$ cat src/rtl/busctrl_pkg.sv
`default_nettype none
// ============================================================================
//  Module      : busctrl_pkg
//  Description : Shared types and helpers for the parametrised bus controller:
//                access-size encodings, controller state type and the
//                watchdog counter width function.
//  Revision    : 1.0  initial release
// ============================================================================
package busctrl_pkg;

    // CPU access-size encodings
    localparam logic [1:0] SZ_BYTE = 2'b00;
    localparam logic [1:0] SZ_HALF = 2'b01;
    localparam logic [1:0] SZ_WORD = 2'b10;
    localparam logic [1:0] SZ_ILL  = 2'b11;

    // Controller states, explicitly 2 bits wide
    typedef enum logic [1:0] {
        ST_IDLE   = 2'd0,
        ST_ACCESS = 2'd1,
        ST_ERR    = 2'd2
    } state_t;

    // Width needed to hold 0..timeout without wrapping
    function automatic int cnt_width(input int timeout);
        return (timeout < 1) ? 1 : $clog2(timeout + 1);
    endfunction

endpackage
`default_nettype wire

$ cat src/rtl/addr_decode.sv
`default_nettype none
// ============================================================================
//  Module      : addr_decode
//  Description : Combinational base/mask address matcher with lowest-index
//                priority, plus access alignment check.
//  Revision    : 1.0  initial release
// ============================================================================
module addr_decode
    import busctrl_pkg::*;
#(
    parameter int                      NUM_SLV  = 8,
    parameter logic [32*NUM_SLV-1:0]   SLV_BASE = {NUM_SLV{32'h0}},
    parameter logic [32*NUM_SLV-1:0]   SLV_MASK = {NUM_SLV{32'hFFFFFFFF}},
    parameter int                      IDX_W    = 3
) (
    input  logic [31:0]      i_addr,
    input  logic [1:0]       i_size,
    output logic             o_hit,
    output logic [IDX_W-1:0] o_idx,
    output logic             o_misaligned
);

    logic [NUM_SLV-1:0] w_hit_vec;

    generate
        for (genvar gi = 0; gi < NUM_SLV; gi++) begin : g_match
            assign w_hit_vec[gi] =
                ((i_addr & SLV_MASK[32*gi +: 32]) == SLV_BASE[32*gi +: 32]);
        end
    endgenerate

    assign o_hit = |w_hit_vec;

    // Priority encode: scan downward so the lowest matching index is kept
    always_comb begin
        o_idx = '0;
        for (int i = NUM_SLV - 1; i >= 0; i--) begin
            if (w_hit_vec[i]) begin
                o_idx = IDX_W'(i);
            end
        end
    end

    // Halfwords need even addresses, words need 4-byte alignment
    always_comb begin
        o_misaligned = 1'b0;
        case (i_size)
            SZ_BYTE: o_misaligned = 1'b0;
            SZ_HALF: o_misaligned = i_addr[0];
            SZ_WORD: o_misaligned = (i_addr[1:0] != 2'b00);
            SZ_ILL:  o_misaligned = 1'b1;
            default: o_misaligned = 1'b1;
        endcase
    end

endmodule
`default_nettype wire

$ cat src/rtl/busctrl_param.sv
`default_nettype none
// ============================================================================
//  Module      : busctrl_param
//  Description : Parametrised CPU bus controller. Registered decode stage,
//                one-hot slave select, per-access timeout watchdog and a
//                sticky first-fault capture register.
//  Revision    : 1.0  initial release
// ============================================================================
module busctrl_param
    import busctrl_pkg::*;
#(
    parameter int                    NUM_SLV  = 8,
    parameter logic [32*NUM_SLV-1:0] SLV_BASE = {NUM_SLV{32'h0}},
    parameter logic [32*NUM_SLV-1:0] SLV_MASK = {NUM_SLV{32'hFFFFFFFF}},
    parameter int                    TIMEOUT  = 255
) (
    input  logic                    clk,
    input  logic                    reset_n,
    input  logic                    cpu_en,
    input  logic                    cpu_wr,
    input  logic [1:0]              cpu_size,
    input  logic [31:0]             cpu_addr,
    input  logic [31:0]             cpu_data_out,
    output logic [31:0]             cpu_data_in,
    output logic                    cpu_wt,
    output logic                    bus_err,
    output logic                    err_valid,
    output logic [31:0]             err_addr,
    input  logic                    err_clr,
    output logic [NUM_SLV-1:0]      slv_en,
    output logic                    slv_wr,
    output logic [1:0]              slv_size,
    output logic [31:0]             slv_addr,
    output logic [31:0]             slv_wdata,
    input  logic [32*NUM_SLV-1:0]   slv_rdata,
    input  logic [NUM_SLV-1:0]      slv_wt
);

    localparam int                 c_idx_w    = (NUM_SLV > 1) ? $clog2(NUM_SLV) : 1;
    localparam int                 c_cnt_w    = cnt_width(TIMEOUT);
    localparam logic [c_cnt_w-1:0] c_cnt_last = c_cnt_w'(TIMEOUT - 1);

    state_t               r_state;
    state_t               w_state_nxt;
    logic [c_idx_w-1:0]   r_sel;
    logic [c_cnt_w-1:0]   r_cnt;
    logic [c_cnt_w-1:0]   w_cnt_nxt;
    logic                 r_err_valid;
    logic [31:0]          r_err_addr;

    logic                 w_hit;
    logic [c_idx_w-1:0]   w_idx;
    logic                 w_misaligned;

    logic [NUM_SLV-1:0]   w_sel_onehot;
    logic                 w_sel_wt;
    logic [31:0]          w_sel_rdata;
    logic [31:0]          w_sel_mask;

    addr_decode #(
        .NUM_SLV  (NUM_SLV),
        .SLV_BASE (SLV_BASE),
        .SLV_MASK (SLV_MASK),
        .IDX_W    (c_idx_w)
    ) u_decode (
        .i_addr       (cpu_addr),
        .i_size       (cpu_size),
        .o_hit        (w_hit),
        .o_idx        (w_idx),
        .o_misaligned (w_misaligned)
    );

    // Route the latched slave's wait, read data and mask to shared signals
    always_comb begin
        w_sel_onehot = '0;
        w_sel_wt     = 1'b0;
        w_sel_rdata  = '0;
        w_sel_mask   = '0;
        for (int i = 0; i < NUM_SLV; i++) begin
            if (r_sel == c_idx_w'(i)) begin
                w_sel_onehot[i] = 1'b1;
                w_sel_wt        = slv_wt[i];
                w_sel_rdata     = slv_rdata[32*i +: 32];
                w_sel_mask      = SLV_MASK[32*i +: 32];
            end
        end
    end

    // State, selected slave and watchdog counter registers
    always_ff @(posedge clk) begin
        if (!reset_n) begin
            r_state <= ST_IDLE;
            r_sel   <= '0;
            r_cnt   <= '0;
        end else begin
            r_state <= w_state_nxt;
            r_cnt   <= w_cnt_nxt;
            if (r_state == ST_IDLE) begin
                r_sel <= w_idx;
            end
        end
    end

    // Next-state logic and CPU/slave handshake outputs
    always_comb begin
        w_state_nxt = r_state;
        w_cnt_nxt   = r_cnt;
        slv_en      = '0;
        cpu_wt      = 1'b1;
        cpu_data_in = '0;
        bus_err     = 1'b0;
        case (r_state)
            ST_IDLE: begin
                if (cpu_en) begin
                    w_cnt_nxt = '0;
                    if (w_misaligned || !w_hit) begin
                        w_state_nxt = ST_ERR;
                    end else begin
                        w_state_nxt = ST_ACCESS;
                    end
                end
            end
            ST_ACCESS: begin
                slv_en      = w_sel_onehot;
                cpu_wt      = w_sel_wt;
                cpu_data_in = cpu_wr ? 32'h0 : w_sel_rdata;
                if (!cpu_en) begin
                    // CPU withdrew the request: silent abort
                    w_state_nxt = ST_IDLE;
                end else if (!w_sel_wt) begin
                    w_state_nxt = ST_IDLE;
                end else if (r_cnt == c_cnt_last) begin
                    w_state_nxt = ST_ERR;
                end else begin
                    w_cnt_nxt = r_cnt + c_cnt_w'(1);
                end
            end
            ST_ERR: begin
                cpu_wt      = 1'b0;
                bus_err     = 1'b1;
                w_state_nxt = ST_IDLE;
            end
            default: begin
                w_state_nxt = ST_IDLE;
            end
        endcase
    end

    // Sticky first-fault capture; a capture takes precedence over a clear
    always_ff @(posedge clk) begin
        if (!reset_n) begin
            r_err_valid <= 1'b0;
            r_err_addr  <= '0;
        end else if ((r_state == ST_ERR) && (!r_err_valid || err_clr)) begin
            r_err_valid <= 1'b1;
            r_err_addr  <= cpu_addr;
        end else if (err_clr) begin
            r_err_valid <= 1'b0;
        end
    end

    assign err_valid = r_err_valid;
    assign err_addr  = r_err_addr;

    // Slave-side request fields follow the CPU, which holds them stable
    assign slv_wr    = cpu_wr;
    assign slv_size  = cpu_size;
    assign slv_wdata = cpu_data_out;
    assign slv_addr  = cpu_addr & ~w_sel_mask;

endmodule
`default_nettype wire

$ cat config.mk
export PLATFORM = sky130hd
export DESIGN_NAME = busctrl_param
export DESIGN_NICKNAME = d
export VERILOG_FILES = /design/src/rtl/busctrl_pkg.sv /design/src/rtl/addr_decode.sv /design/src/rtl/busctrl_param.sv
export SDC_FILE = /design/constraint.sdc
export NUM_CORES = 1
export LEC_CHECK = 0
export ABC_AREA = 1
export ABC_CLOCK_PERIOD_IN_PS = 4440
export CORE_AREA = 2 2 187 189
export CTS_BUF_LIST = sky130_fd_sc_hd__clkbuf_2
export CTS_CLUSTER_SIZE = 40
export DETAILED_ROUTE_END_ITERATION = 10
export DIE_AREA = 0 0 189 191
export MAX_ROUTING_LAYER = met4
export PLACE_DENSITY = 0.52
export SLEW_MARGIN = 20
export SYNTH_ARGS = -nofsm -noshare
export SYNTH_HDL_FRONTEND = slang
export SYNTH_HIERARCHICAL = 1
export SYNTH_SLANG_ARGS = --single-unit
$ cat constraint.sdc
create_clock -name clk -period 4.44 [get_ports clk]
set_input_delay 0.888 -clock clk [delete_from_list [all_inputs] [get_ports clk]]
set_output_delay 0.888 -clock clk [all_outputs]
set_load 0.01 [all_outputs]
==> results.txt <==
* Dpl hpwl: 23,900 um
* Setup repair after global routing missed its margin: false
- Startpoint types: flip-flop
- The die covers 36,100 um^2.
* Global-route total usage across every layer: 15.6%
- During I/O placement, the number of pins put on the boundary was 477.
- Data arrives at the worst endpoint at 3360 ps.
- In this run the worst path has a maximum fanout of 33.
* Leading cell type in the layout, fill and taps excluded: clkdlybuf4s50_1
* Peak Freq: 235 MHz
- M1 wire length: 12,100 um
- Area share of the leading cell type in the synthesized netlist: 20.7%
* Cells after Synth: 755
- Average footprint of a synthesized cell: 5.91 um^2
* Height of the chip: 191 um
* Peak ir drop on the vdd network: 0.000133 V
* Worst path max stage delay: 580 ps
- The layout has 3,843 filler cells.
- Number of antenna violations at the first check in global routing: 6
- Post-synthesis instance area: 4460 um^2
- Switching power: 0.000702 W
* Transition time at the pin with the least slew margin: 781 ps
* Comb power frac: 56.5%
- Library cell with the largest summed area after synthesis: dfxtp_1
- Top flip-flop cell by instance count after synthesis: dfxtp_1
- Total wire length after detailed routing: 29,800 um
- Final antenna-violating net count: 0
* Post-route fraction of the period consumed by the critical path: 95.7%
- For this run the aggregate overflow at the end of global routing stands at 0.
- The run finished with clean final reports.
- Number of DRC violations after detailed-routing iteration 0: 240
- Layout Area Growth over Synthesis: 92.2%
- The smallest clock period supported by the final layout is computed as 4250 ps.
* Number of vias after detailed routing: 6,389
- Count of flip-flops with a built-in enable after synthesis: 0
- Post-synthesis register bit count: 46
* Sequential group share of total power: 28.4%
- Switching share of power: 40.2%
- Overall die width: 189 um
- Cell count of the worst hold path: 2
* Setup clock skew after layout: 25.0 ps
- The critical path in this run is classified as flip-flop to output port.
- Sequential area share after synthesis: 20.7%
- The largest individual stage delay along the critical path comes from the cell clkdlybuf4s50_1.
- Detailed routing placed a total of 2480 um of wire on met3.
- The analysis attributes to cell leakage a power of 3.26 nW.
- Clock latency reported for the late side of the worst-skew pair: 470 ps
- Yosys synthesis warning count: 6
- Async set-reset flop share out of synthesis: 0%
- Number of clock sinks seen by CTS: 46
- The tool flagged a number of max-cap violations equal to 0.
- In the routed layout, each cell is associated on average with a via count of 4.15.
* Top routing layer in use: met4
- Cell mode on critical path: buf_4
* Largest buffer count on any clock path: 2
- The sequential cells in the finished layout cover a total of 922 um^2.
* Fraction of final layout cells with drive strength greater than 1: 4.27%
- Final Max Tran Viols: 0
- Entering global routing, the biggest net connects 39 pins.
- Root buffer selected by CTS: clkbuf_2
- The first global-routing pass estimated 40,200 um of wire.
- STA classifies the critical path endpoint as an output port.
- Final net count: 1,413
- Summed over all failing endpoints, the final setup total negative slack is 0 ps.
- After clock tree synthesis, the clock-pin slew on the worst setup and hold paths is 290 ps.
- Weighted congestion reported at the end of routability-driven placement: 0.853
- Clock tree synthesis inserted a total of 5 buffers.
* Vias in the first global route: 6,024
* Synth area leaders: dfxtp_1, nand2_1, buf_4
* Cell-by-cell trace of the critical path: inv_4, buf_4, nor3_4, buf_4, inv_1, buf_4, o21ai_0, a21oi_1, clkdlybuf4s50_1
* Total power divided by cell area: 204 nW/um^2
- Worst Slack Setup Final: 192 ps
- Combined area of the multi-input logic cells: 2840 um^2
* Worst rel slew slack: 47.5%
- In the routed design, unresolved DRC markers number 0.
- Detail Route met2 WL: 14,700 um
- The count of buffers added on input and output ports is 380.
- The final hold violation count is 0.
- Clock tree from TritonCTS: yes
- Post-placement worst setup slack: 628 ps
* Area of placed instances: 8420 um^2
- The floorplan has 68 rows.
- The core region is 34,100 um^2.
* Wirelength per Cell: 19.4 um
* Final design instance area without fill: 8570 um^2
- Measured in cells, the most critical reg-to-reg path has a length of 11.
- Data required time at the worst endpoint: 3550 ps
- Detailed Routing Iterations Pass 1: 5
- The clock network is responsible for 15.1% of the overall power.
- Cell internal power was estimated by the tool at 0.00105 W.
- Type of the worst min-delay path: flip-flop to flip-flop
* H-tree levels: 2
* Final setup viols: 0
- For this configuration, the core starts out at a cell density of 13.1%.
- Most used cells in the layout excluding fill and tap cells: clkdlybuf4s50_1, nand2_1, nor2_1
* Post-synthesis cell type count: 29
## per-layer routing
| layer | GRT usage [%] | vias to the layer above |
|---|---|---|
| met4 | 3.40 | 0 |
| met1 | 18.2 | 2905 |
| met3 | 4.20 | 20 |
| met2 | 26.8 | 351 |
| li1 | - | 3113 |
| met5 | - | - |
## power by group through the flow
| stage | sequential [W] | combinational (W) | clock, W |
|---|---|---|---|
| detailed placement | 0.000500 | 0.000981 | 0 |
| floorplan | 0.000508 | 0.000441 | 0 |
| finish | 0.000496 | 0.000987 | 0.000264 |
| global route | 0.000502 | 0.00108 | 0.000287 |
| global placement | 0.000497 | 0.000981 | 0 |
| CTS | 0.000493 | 0.000987 | 0.000273 |
## worst paths after layout
kind,from,endpoint,slack [ps]
worst max-delay path,r_sel[2]$_SDFFE_PN0N_,cpu_data_in[30],190
worst min-delay path,err_addr[5]$_SDFFE_PN0P_,err_addr[5]$_SDFFE_PN0P_,510
worst max register to register,r_sel[2]$_SDFFE_PN0N_,r_cnt[6]$_SDFFE_PN0P_,1840
worst min register to register,err_addr[5]$_SDFFE_PN0P_,err_addr[5]$_SDFFE_PN0P_,510
## per-stage QoR
step                total power [W]  hold slack, ps  cells  utilization, %
finish                      0.00175             506   1538            25.1
global route                0.00187             519   1538            25.1
CTS                         0.00175             507   1528            24.9
detailed placement          0.00148             471   1520            24.7
global placement            0.00148             462   1520            24.7
floorplan                  0.000949             466    788               -
## flip-flops by register name (all words and copies together), names as in the netlist
| name | count |
|---|---|
| r_cnt | 8 |
| r_state | 2 |
| err_valid | 1 |
| err_addr | 32 |
| r_sel | 3 |
## synth_stat cells (5+ instances only)
cell type / number
a221oi_1: 20
nand2_1: 147
buf_4: 70
a21oi_1: 63
clkbuf_1: 40
o21ai_0: 52
dfxtp_1: 46
o211ai_1: 25
buf_2: 5
nand3_1: 58
nor2_1: 113
a32oi_1: 5
o21ai_1: 7
nand4_1: 29
inv_1: 40
## cells by family (layout without fill, tap and decap cells)
logic type | after synthesis | count (layout) | synth area share, %
other cells | 2 | 41 | 0.168
xor+xnor | 5 | 5 | 0.982
flops | 46 | 46 | 20.7
compound gates | 172 | 172 | 22.8
fa+ha+maj | 2 | 2 | 0.561
buf+inv | 165 | 453 | 19.9
simple gates | 363 | 364 | 34.9
## timing repair
action	in CTS	in global routing
resized for setup	0	9
setup endpoints to repair	0	14
buffers inserted	0	3
hold buffers	0	0
## worst max-delay path, delay by kind of cell (launching register included)
kind,cells,cell delay [ps]
AOI/OAI and AO/OA,2,400
buffers and inverters,6,1870
DFF,1,490
and+or+nand+nor,1,80
## final cells by class
class / instances / share of cell area, %
Antenna cell: 6 / 0.175
Clock buffer: 5 / 0.292
Clock inverter: 3 / 0.511
Inverter: 47 / 2.12
Multi-Input combinational cell: 578 / 33.1
Sequential cell: 46 / 10.8
Tap cell: 455 / 6.64
Timing Repair Buffer: 398 / 46.4
Power figures use the tool's default switching activity.
